[config.mk]
export PLATFORM = sky130hd
export DESIGN_NAME = wb_block_reader
export DESIGN_NICKNAME = d
export VERILOG_FILES = /design/src/rtl/wb_block_reader.sv
export SDC_FILE = /design/constraint.sdc
export NUM_CORES = 1
export LEC_CHECK = 0
export CORE_MARGIN = 5
export CORE_UTILIZATION = 40
export DETAILED_ROUTE_END_ITERATION = 6
export DONT_BUFFER_PORTS = 1
export HOLD_SLACK_MARGIN = 0.15
export PLACE_DENSITY = 0.52
export SLEW_MARGIN = 20
export SYNTH_ARGS = -nofsm -noshare
export SYNTH_HDL_FRONTEND = slang
export SYNTH_SLANG_ARGS = --single-unit
[constraint.sdc]
create_clock -name clk_i -period 3.13 [get_ports clk_i]
set_input_delay 0.626 -clock clk_i [delete_from_list [all_inputs] [get_ports clk_i]]
set_output_delay 0.626 -clock clk_i [all_outputs]
set_load 0.02 [all_outputs]
[src/rtl/wb_block_reader.sv]
// Wishbone block reader: fetches count_i consecutive words from base_adr_i, one transaction at a time,
// and hands each word out on a valid/ready port. Define WB_READER_TIMEOUT_EN to enable the WAIT-state timeout.
module wb_block_reader #(
  parameter int ADR_W     = 8,
  parameter int TIMEOUT   = 15,
  parameter int RETRY_MAX = 3
) (
  input  logic             clk_i,
  input  logic             rst_n_i,
  input  logic             start_i,
  input  logic [ADR_W-1:0] base_adr_i,
  input  logic [ADR_W-2:0] count_i,
  output logic             busy_o,
  output logic             done_o,
  output logic             err_o,
  output logic             wb_cyc_o,
  output logic             wb_stb_o,
  output logic [ADR_W-1:0] wb_adr_o,
  output logic             wb_we_o,
  output logic [3:0]       wb_sel_o,
  input  logic [31:0]      wb_dat_i,
  input  logic             wb_ack_i,
  input  logic             wb_err_i,
  input  logic             wb_rty_i,
  input  logic             wb_stall_i,
  output logic [31:0]      dat_o,
  output logic             dat_valid_o,
  input  logic             dat_ready_i
);

  localparam int WA_W  = ADR_W - 2;
  localparam int CNT_W = ADR_W - 1;
  localparam int RTY_W = (RETRY_MAX < 1) ? 1 : $clog2(RETRY_MAX + 1);

  typedef enum logic [2:0] {IDLE, REQ, WAIT, OUT, DONE} state_t;

  state_t            state_q, state_d;
  logic [WA_W-1:0]   adr_q, adr_d;
  logic [CNT_W-1:0]  rem_q, rem_d;
  logic [RTY_W-1:0]  retry_q, retry_d;
  logic [31:0]       dat_q, dat_d;
  logic              err_q, err_d;
  logic              resp_en;
  logic              tmo_hit;
  logic [1:0]        unused_adr_lsb;

  assign unused_adr_lsb = base_adr_i[1:0];

`ifdef WB_READER_TIMEOUT_EN
  localparam int TMO_W = (TIMEOUT < 1) ? 1 : $clog2(TIMEOUT + 1);
  logic [TMO_W-1:0] tmo_q;

  // Held at zero outside WAIT, so it always starts from zero on entry.
  always_ff @(posedge clk_i) begin
    if (!rst_n_i)               tmo_q <= '0;
    else if (state_q != WAIT)   tmo_q <= '0;
    else                        tmo_q <= tmo_q + 1'b1;
  end

  assign tmo_hit = (state_q == WAIT) && (tmo_q == TMO_W'(TIMEOUT - 1));
`else
  assign tmo_hit = 1'b0;
`endif

  always_ff @(posedge clk_i) begin
    if (!rst_n_i) begin
      state_q <= IDLE;
      adr_q   <= '0;
      rem_q   <= '0;
      retry_q <= '0;
      dat_q   <= '0;
      err_q   <= 1'b0;
    end else begin
      state_q <= state_d;
      adr_q   <= adr_d;
      rem_q   <= rem_d;
      retry_q <= retry_d;
      dat_q   <= dat_d;
      err_q   <= err_d;
    end
  end

  // Output port handshake: a word transfers on a cycle where dat_valid_o and
  // dat_ready_i are both high; while dat_valid_o is high and dat_ready_i is low,
  // dat_o is held and the bus stays idle.
  always_comb begin
    state_d     = state_q;
    adr_d       = adr_q;
    rem_d       = rem_q;
    retry_d     = retry_q;
    dat_d       = dat_q;
    err_d       = err_q;
    resp_en     = 1'b0;
    busy_o      = 1'b0;
    done_o      = 1'b0;
    wb_cyc_o    = 1'b0;
    wb_stb_o    = 1'b0;
    dat_valid_o = 1'b0;

    case (state_q)
      IDLE: begin
        if (start_i) begin
          adr_d   = base_adr_i[ADR_W-1:2];
          rem_d   = count_i;
          retry_d = '0;
          err_d   = 1'b0;
          state_d = (count_i == '0) ? DONE : REQ;
        end
      end
      REQ: begin
        busy_o   = 1'b1;
        wb_cyc_o = 1'b1;
        wb_stb_o = 1'b1;
        // A response is only meaningful in the cycle the strobe is accepted.
        resp_en  = !wb_stall_i;
        if (!wb_stall_i) state_d = WAIT;
      end
      WAIT: begin
        busy_o   = 1'b1;
        wb_cyc_o = 1'b1;
        resp_en  = 1'b1;
      end
      OUT: begin
        busy_o      = 1'b1;
        dat_valid_o = 1'b1;
        if (dat_ready_i) begin
          adr_d   = adr_q + 1'b1;
          rem_d   = rem_q - 1'b1;
          retry_d = '0;
          state_d = (rem_q == CNT_W'(1)) ? DONE : REQ;
        end
      end
      DONE: begin
        done_o  = 1'b1;
        state_d = IDLE;
      end
      default: state_d = IDLE;
    endcase

    // Response priority is err > ack > rty; timeout only fires with no response.
    if (resp_en) begin
      if (wb_err_i) begin
        err_d   = 1'b1;
        state_d = DONE;
      end else if (wb_ack_i) begin
        dat_d   = wb_dat_i;
        state_d = OUT;
      end else if (wb_rty_i) begin
        if (retry_q == RTY_W'(RETRY_MAX)) begin
          err_d   = 1'b1;
          state_d = DONE;
        end else begin
          retry_d = retry_q + 1'b1;
          state_d = REQ;
        end
      end else if (tmo_hit) begin
        err_d   = 1'b1;
        state_d = DONE;
      end
    end
  end

  assign wb_adr_o = {adr_q, 2'b00};
  assign wb_we_o  = 1'b0;
  assign wb_sel_o = 4'b1111;
  assign dat_o    = dat_q;
  assign err_o    = err_q;

endmodule

==> results of run 1 <==
-- worst max-delay path by stage --
stage                          start                    end  slack [ps]  cells past startpoint
3_5_place_dp   state_q[2]$_SDFF_PN0_  rem_q[4]$_SDFFE_PN0P_        1000                      5
2_1_floorplan             count_i[2]  state_q[0]$_SDFF_PN0_        1240                      4
5_1_grt        state_q[2]$_SDFF_PN0_  rem_q[2]$_SDFFE_PN0P_         760                      5
6_report       state_q[1]$_SDFF_PN0_            dat_valid_o         880                      2
3_3_place_gp   state_q[2]$_SDFF_PN0_  rem_q[4]$_SDFFE_PN0P_        1040                      5
4_1_cts        state_q[1]$_SDFF_PN0_            dat_valid_o         880                      2
-- layout by cell type, fill, tap and decap left out, types with 5 or more instances in the layout --
cell | synthesis | routed
sky130_fd_sc_hd__o21ai_0 | 40 | 40
sky130_fd_sc_hd__nor2_1 | 14 | 14
sky130_fd_sc_hd__inv_1 | 6 | 6
sky130_fd_sc_hd__a31oi_1 | 5 | 5
sky130_fd_sc_hd__clkbuf_8 | 0 | 5
sky130_fd_sc_hd__dfxtp_1 | 51 | 51
sky130_fd_sc_hd__a21oi_1 | 12 | 12
sky130_fd_sc_hd__nor2b_1 | 5 | 5
sky130_fd_sc_hd__nand2_1 | 41 | 41
sky130_fd_sc_hd__nand3_1 | 40 | 40
sky130_fd_sc_hd__conb_1 | 2 | 7
-- kinds of logic (layout without fill, tap and decap cells) --
kind of cell | count (synthesis) | in the layout
and+or+nand+nor | 124 | 124
AOI/OAI and AO/OA | 77 | 77
DFF | 51 | 51
buffers and inverters | 35 | 15
adders and majority gates | 4 | 4
muxes | 3 | 3
other | 2 | 7
xor gates and xnor gates | 1 | 1
-- registers in the layout (all words and copies together), names as in the netlist --
| name | count |
|---|---|
| dat_o | 32 |
| rem_q | 7 |
| adr_q | 6 |
| state_q | 3 |
| retry_q | 2 |
| err_o | 1 |
-- layer usage --
metal	part of all wire [%]	wire, um	global-route usage, %	vias to the layer above
li1	-	-	-	998
met2	45	2530	22.7	66
met4	0.52	29	4.18	0
met5	0	0	0	-
met3	11	624	6.91	2
met1	43	2410	19.1	871
-- cell usage after synthesis --
cell                       instances  area [um2]
sky130_fd_sc_hd__nand2_1          41         154
sky130_fd_sc_hd__o22ai_1           3        18.8
sky130_fd_sc_hd__ha_1              4        50.1
sky130_fd_sc_hd__inv_2             1        3.75
sky130_fd_sc_hd__nor4_1            3        18.8
sky130_fd_sc_hd__o32a_1            1        10.0
sky130_fd_sc_hd__a21oi_1          12        60.1
sky130_fd_sc_hd__nand4_1           1        6.26
sky130_fd_sc_hd__and2_1            3        18.8
sky130_fd_sc_hd__a211oi_1          3        22.5
sky130_fd_sc_hd__a21o_4            1        15.0
sky130_fd_sc_hd__buf_2             5        25.0
sky130_fd_sc_hd__or2_2             1        6.26
sky130_fd_sc_hd__buf_4             9        67.6
sky130_fd_sc_hd__a22oi_1           3        22.5
sky130_fd_sc_hd__dfxtp_1          51        1020
sky130_fd_sc_hd__nand2b_1          3        18.8
sky130_fd_sc_hd__inv_1             6        22.5
sky130_fd_sc_hd__nand3b_4          1        20.0
sky130_fd_sc_hd__o211ai_1          2        15.0
sky130_fd_sc_hd__o311a_1           1        10.0
sky130_fd_sc_hd__o21bai_1          1        7.51
sky130_fd_sc_hd__nor2_1           14        52.6
sky130_fd_sc_hd__nor4b_4           2        47.6
sky130_fd_sc_hd__conb_1            2        7.51
sky130_fd_sc_hd__clkbuf_1         13        48.8
sky130_fd_sc_hd__o32ai_1           1        8.76
sky130_fd_sc_hd__or4_1             2        15.0
sky130_fd_sc_hd__o21ai_0          40         200
sky130_fd_sc_hd__nor2b_1           5        31.3
sky130_fd_sc_hd__mux2i_1           3        30.0
sky130_fd_sc_hd__xnor2_1           1        8.76
sky130_fd_sc_hd__nand3_1          40         200
sky130_fd_sc_hd__nor3_1            4        20.0
sky130_fd_sc_hd__nor3b_1           2        15.0
sky130_fd_sc_hd__a21oi_2           1        8.76
sky130_fd_sc_hd__nor4b_2           1        15.0
sky130_fd_sc_hd__buf_1             1        3.75
sky130_fd_sc_hd__a41oi_1           1        8.76
sky130_fd_sc_hd__a311oi_1          1        8.76
sky130_fd_sc_hd__a31oi_1           5        31.3
sky130_fd_sc_hd__o21ai_2           1        8.76
sky130_fd_sc_hd__nand2_2           1        6.26
-- power by group through the flow --
stage,clock network (mW),logic [mW],registers [mW]
after floorplan,0,0.141,0.725
after global placement,0,0.134,0.737
after detailed placement,0,0.135,0.737
after CTS,0.467,0.136,0.723
after global routing,0.489,0.154,0.727
final,0.442,0.135,0.722
-- cell type report --
class | instances | area [um2] | share of cell area [%]
tap | 75 | 93.8 | 3.79
sequential | 51 | 1020 | 41.2
timing repair buffer | 1 | 7.51 | 0.303
clock inverter | 1 | 30.0 | 1.21
inverter | 7 | 26.3 | 1.06
clock buffer | 6 | 72.6 | 2.93
multi-input combinational | 216 | 1220 | 49.5
-- stage by stage --
| step | power, mW | cell area, um2 | std cells |
|---|---|---|---|
| 2_1_floorplan | 0.865 | 2410 | 302 |
| 3_3_place_gp | 0.871 | 2370 | 350 |
| 3_5_place_dp | 0.873 | 2370 | 350 |
| 4_1_cts | 1.32 | 2480 | 357 |
| 5_1_grt | 1.37 | 2480 | 357 |
| 6_report | 1.30 | 2480 | 357 |
==> metrics.log, run 1 <==
INFO  metric run_status = finished clean
INFO  metric hpwl = 3920 um
INFO  metric critical_path_arrival = 1620 ps
INFO  metric slew_headroom = 58.9%
INFO  metric top_level_ports = 106
INFO  metric worst_path_top_cell_family_by_delay = flip-flops
INFO  metric gp_congestion = 0.764
INFO  metric design.core.area = 5850 um2
INFO  metric std_cell_rows = 28
INFO  metric ratio_of_cells_with_drive_above_1_in_the_final_layout = 6.03%
INFO  metric synth_sequential_area_ratio = 42.7%
INFO  metric share_seq_of_total_power = 55.6%
INFO  metric comb_power_share = 10.4%
INFO  metric r2r_start = state_q[2]$_SDFF_PN0_
INFO  metric via_count = about 1900
INFO  metric synth_cell_type_count = 43
INFO  metric grt_max_degree = 77
INFO  metric number_of_global_route_vias_before_repair = ~1800
INFO  metric power_switching_share = 26.1%
INFO  metric post_synth.cell_area_avg = 8.05 um2
INFO  metric layout.filler_cells = slightly below 600
INFO  metric compound_gate_fraction_of_synth_area = 19.1%
INFO  metric ant_nets = 0
INFO  metric chipHeight = a little under 90 um
INFO  metric post-route-period-util = 71.7%
INFO  metric finalHoldViolCount = 0
INFO  metric postCtsHoldBufs = 0
INFO  metric worstReg2RegEnd = rem_q[4]$_SDFFE_PN0P_
INFO  metric worstSetupEndpointType = output pin
INFO  metric timing.hold.ws = 453 ps
INFO  metric depth_of_the_worst_register_to_register_path = 5
INFO  metric min-delay-start = rst_n_i
INFO  metric power.static_leakage = slightly above 0.9 nW
INFO  metric simple_gate_share_of_the_synthesized_area = roughly 27%
INFO  metric yosys-mux-area-fraction = 1.26%
INFO  metric clk_pin_slew = roughly 90 ps
INFO  metric critical_path.slowest_cell = sky130_fd_sc_hd__dfxtp_1
INFO  metric worst-setup-path-type = flop to output pin
INFO  metric buffer_ports.inserted = 0
INFO  metric combinational_family_with_the_most_area_after_synthesis = simple AND/OR/NAND/NOR gates
INFO  metric final_nets = 341
INFO  metric drt-vias-per-instance = 5.43
INFO  metric clock-root-buffer = sky130_fd_sc_hd__clkbuf_8
INFO  metric synthCells = 297
INFO  metric tritoncts = yes
INFO  metric critPathRequiredTime = 2500 ps
INFO  metric initial_core_utilization = 40.9%
INFO  metric htree_num_levels = 2
INFO  metric timing.critical_path.from_type = flop
INFO  metric wirelength = around 5600 um
INFO  metric post-cts-setup-buffer-count = 0
INFO  metric synth_xor_xnor_area_share = 0.366%
INFO  metric count_of_tritonroute_iterations_in_the_first_routing_pass = 4
INFO  metric path_max_fanout = 28
INFO  metric drcViolationCount = 0
INFO  metric ir_drop = about 0.25 mV
INFO  metric drt-wirelength-per-cell = between 15 and 20 um
INFO  metric antenna-diode-count = 0
INFO  metric synthesis.yosys.warnings = 0
INFO  metric worst_path_largest_cell_delay = 600 ps
INFO  metric numCtsBuffers = 5
INFO  metric clock_latency = around 300 ps
INFO  metric drt_first_iter_violations = between 70 and 80
INFO  metric min_path_type = input pin to flop
INFO  metric place_worst_setup_slack = 1000 ps
INFO  metric worst_skew = 7.05 ps
INFO  metric hold_path_depth = 1
INFO  metric post_cts_resized = 0
INFO  metric number_of_antenna_violations_at_the_first_check_in_global_routing = 0
INFO  metric timing.critical_path.buf_inv = 1
INFO  metric max_clock_freq = 445 MHz
INFO  metric final_util = 42.3%
INFO  metric max-cap-violations = 0
INFO  metric final.setup.worst_slack = 885 ps
INFO  metric timing_max_transition_violations_final = 0
INFO  metric die_width = 87.3 um
INFO  metric timing.hold.worst_endpoint = state_q[0]$_SDFF_PN0_
INFO  metric setup-violations-final = 0
INFO  metric clock_sinks = 51
INFO  metric synth_adder_area_share = 2.09%
INFO  metric areaGrowthSynthToFinish = 3.56%
INFO  metric syn_area = 2390 um2
INFO  metric setup_total_negative_slack = 0 ps
INFO  metric crit_path_cell_trace = nand3b_4, inv_2
INFO  metric reg2reg_slack = 980 ps
INFO  metric floorplan.die_area = 7620 um2
INFO  metric grt_util_all_layers = around 15%
INFO  metric wire_length_of_the_first_global_routing_pass = a little over 9000 um
INFO  metric net-switching-power = 0.339 mW
INFO  metric cts-root-to-sink-buffers = 2
INFO  metric power_density = approximately 520 nW/um2
INFO  metric grt_overflow_total = 0
INFO  metric postSynthRegisterBits = 51
INFO  metric rsz0062_at_grt = false
INFO  metric min_period = 2250 ps
INFO  metric timing_worst_slew_pin_value = 616 ps
INFO  metric p_clk_share = 34.0%
INFO  metric power.internal = 0.960 mW
Note: power is estimated with default switching activity, not from simulation.
==> run 2: changes to the inputs <==
==> constraint.sdc (replaced) <==
create_clock -name clk_i -period 2.2 [get_ports clk_i]
set_input_delay 0.44 -clock clk_i [delete_from_list [all_inputs] [get_ports clk_i]]
set_output_delay 0.44 -clock clk_i [all_outputs]
set_load 0.02 [all_outputs]
==> metrics.log, run 2 (synthesized netlist as in run 1, its figures left out) <==
INFO  metric run_status = finished clean
INFO  metric grt_util_met1 = 17.2% (-1.9 points)
INFO  metric final_nets = 345 (+1.2%)
INFO  metric worst_path_largest_cell_delay = 530 ps (-70 ps)
INFO  metric path_max_fanout = 7 (-75%)
INFO  metric max-cap-violations = 0 (unchanged)
INFO  metric largest_register_ffs = 32 (unchanged)
INFO  metric timing.hold.ws = 264 ps (-189 ps)
INFO  metric count_of_tritonroute_iterations_in_the_first_routing_pass = 6 (+2)
INFO  metric depth_of_the_worst_register_to_register_path = 4 (-1)
INFO  metric tritoncts = yes
INFO  metric share_seq_of_total_power = 58.6% (+3.0 points)
INFO  metric gp_congestion = 0.784 (+2.7%)
INFO  metric critical_path_arrival = 1410 ps (-210 ps)
INFO  metric max_clock_freq = around 540 MHz
INFO  metric setup_total_negative_slack = 0 ps (unchanged)
INFO  metric drt-wirelength-per-cell = 15.4 um (-1.6%)
INFO  metric power_switching_share = 28.2% (+2.1 points)
INFO  metric globalRouteMet2Util = 23.3% (+0.62 points)
INFO  metric ratio_of_cells_with_drive_above_1_in_the_final_layout = 8.01% (+2.0 points)
INFO  metric comb_power_share = 11.4% (+1.0 points)
INFO  metric count_of_non_filler_cells_in_the_finished_layout = 362 (+1.4%)
INFO  metric design.core.area = 5850 um2 (unchanged)
INFO  metric rsz0062_at_grt = false
INFO  metric grt_busiest_layer = met2
INFO  metric timing_max_transition_violations_final = 0 (unchanged)
INFO  metric min_path_type = input pin to flop
INFO  metric clk_pin_slew = 90 ps (about the same)
INFO  metric wirelength = 5580 um (-0.27%)
INFO  metric critical_path.slowest_cell = sky130_fd_sc_hd__dfxtp_1
INFO  metric most_frequent_cells_in_the_layout = sky130_fd_sc_hd__dfxtp_1, sky130_fd_sc_hd__nand2_1, sky130_fd_sc_hd__nand3_1, sky130_fd_sc_hd__o21ai_0, sky130_fd_sc_hd__nor2_1
INFO  metric place_worst_setup_slack = 356 ps (-649 ps)
INFO  metric ant_nets = 0 (unchanged)
INFO  metric buffer_ports.inserted = 0 (unchanged)
INFO  metric chipHeight = 87.3 um (unchanged)
INFO  metric worst_skew = 6.58 ps (-0.470 ps)
INFO  metric hold_path_depth = 2 (+1)
INFO  metric grt_max_degree = 77 (unchanged)
INFO  metric ir_drop = 0.301 mV (+18%)
INFO  metric crit_path_cell_trace = nor2b_1, nor2b_1
INFO  metric grt.met3_usage = 7.57% (+0.66 points)
INFO  metric grt_overflow_total = 0 (unchanged)
INFO  metric drt-vias-per-instance = 5.31 (-2.1%)
INFO  metric power_density = 701 nW/um2 (+34%)
INFO  metric layout.filler_cells = 602 (+2.6%)
INFO  metric number_of_global_route_vias_before_repair = 1849 (+0.11%)
INFO  metric std_cell_rows = 28 (unchanged)
INFO  metric post-cts-setup-buffer-count = 0 (unchanged)
INFO  metric post-route-period-util = 84.1%
INFO  metric hpwl = 3970 um (+1.3%)
INFO  metric power.internal = 1.26 mW (+31%)
INFO  metric net-switching-power = 0.494 mW (+46%)
INFO  metric cts-root-to-sink-buffers = 2 (unchanged)
INFO  metric drcViolationCount = 0 (unchanged)
INFO  metric number_of_antenna_violations_at_the_first_check_in_global_routing = 0 (unchanged)
INFO  metric p_total = 1.75 mW (+35%)
INFO  metric post_cts_resized = 0 (unchanged)
INFO  metric critPathRequiredTime = 1760 ps (-740 ps)
INFO  metric clock-root-buffer = sky130_fd_sc_hd__clkbuf_8
INFO  metric timing.critical_path.mode_cell = sky130_fd_sc_hd__nor2b_1
INFO  metric clock_sinks = 51 (unchanged)
INFO  metric seq_area = 1020 um2 (unchanged)
INFO  metric placed_cells = 354 (+1.1%)
INFO  metric areaGrowthSynthToFinish = 4.55%
INFO  metric worst_path_top_cell_family_by_delay = simple AND/OR/NAND/NOR gates
INFO  metric top_level_ports = 106 (unchanged)
INFO  metric grt_util_all_layers = 14.6% (-0.34 points)
INFO  metric numCtsBuffers = 5 (unchanged)
INFO  metric worst-path-stages = 2 (unchanged)
INFO  metric final_common_cell = sky130_fd_sc_hd__dfxtp_1
INFO  metric htree_num_levels = 2 (unchanged)
INFO  metric finalHoldViolCount = 0 (unchanged)
INFO  metric multi_input_area = 1220 um2 (unchanged)
INFO  metric worst-setup-path-type = flop to output pin
INFO  metric worstSetupEndpointType = output pin
INFO  metric antenna-diode-count = 0 (unchanged)
INFO  metric final.setup.worst_slack = 351 ps (-534 ps)
INFO  metric timing.critical_path.buf_inv = 0 (-1)
INFO  metric clock_latency = 300 ps (about the same)
INFO  metric wire_length_of_the_first_global_routing_pass = 8970 um (-2.5%)
INFO  metric timing.critical_path.from_type = flop
INFO  metric floorplan.die_area = 7620 um2 (unchanged)
INFO  metric min_period = 1850 ps
INFO  metric drt_first_iter_violations = 93 (+21%)
INFO  metric power.static_leakage = 0.928 nW (+2.4%)
INFO  metric via_count = 1922 (-0.77%)
INFO  metric initial_core_utilization = 40.9% (unchanged)
INFO  metric setup-violations-final = 0 (unchanged)
INFO  metric postCtsHoldBufs = 0 (unchanged)
INFO  metric p_clk_share = 30.0% (-4.0 points)
INFO  metric die_width = 87.3 um (unchanged)
-- run 2: cell types whose count changed in the layout (fill, tap and decap cells not counted), sizes merged --
cell	change
clkinv	+3
clkbuf	-1
buf	+4
bufinv	-1
-- run 2: path summary, 6_finish.rpt --
path	start	endpoint	slack, ps
max	state_q[0]$_SDFF_PN0_	wb_stb_o	350
min	wb_dat_i[11]	dat_o[11]$_SDFFE_PN0P_	260
max reg2reg	state_q[1]$_SDFF_PN0_	state_q[0]$_SDFF_PN0_	350
min reg2reg	retry_q[1]$_SDFF_PN0_	retry_q[1]$_SDFF_PN0_	480
-- run 2: metal layers --
| metal | up-vias | wire [um] | part of all wire (%) |
|---|---|---|---|
| met4 | 0 | 56 | 1.0 |
| met3 | 5 | 669 | 12 |
| met2 | 63 | 2550 | 46 |
| li1 | 1000 | - | - |
| met1 | 854 | 2300 | 41 |
| met5 | - | 0 | 0 |
-- run 2: worst reg2reg max path: stages (launching register included) --
cell	delay, ps
sky130_fd_sc_hd__dfxtp_1	590
sky130_fd_sc_hd__nor3b_1	460
sky130_fd_sc_hd__nor2_1	190
sky130_fd_sc_hd__or2_2	370
sky130_fd_sc_hd__o311a_1	130
-- run 2: per-stage QoR --
| stage | util (%) | instance area (um2) |
|---|---|---|
| 4_1_cts | 42.7 | 2500 |
| 6_report | 42.7 | 2500 |
| 3_3_place_gp | 41.3 | 2420 |
| 2_1_floorplan | - | 2410 |
| 5_1_grt | 42.7 | 2500 |
| 3_5_place_dp | 41.3 | 2420 |
-- run 2: power by group through the flow --
stage / registers, mW / clock network, mW / logic, mW
final: 1.03 / 0.525 / 0.200
after global routing: 1.03 / 0.581 / 0.228
after CTS: 1.03 / 0.553 / 0.202
after detailed placement: 1.05 / 0 / 0.201
after global placement: 1.05 / 0 / 0.200
after floorplan: 1.03 / 0 / 0.200
-- run 2: cell type report --
class / count / area share [%]
tap: 75 / 3.75
timing repair buffer: 5 / 2.00
clock buffer: 5 / 2.75
clock inverter: 3 / 0.601
multi-input combinational: 216 / 49.0
sequential: 51 / 40.8
inverter: 7 / 1.05
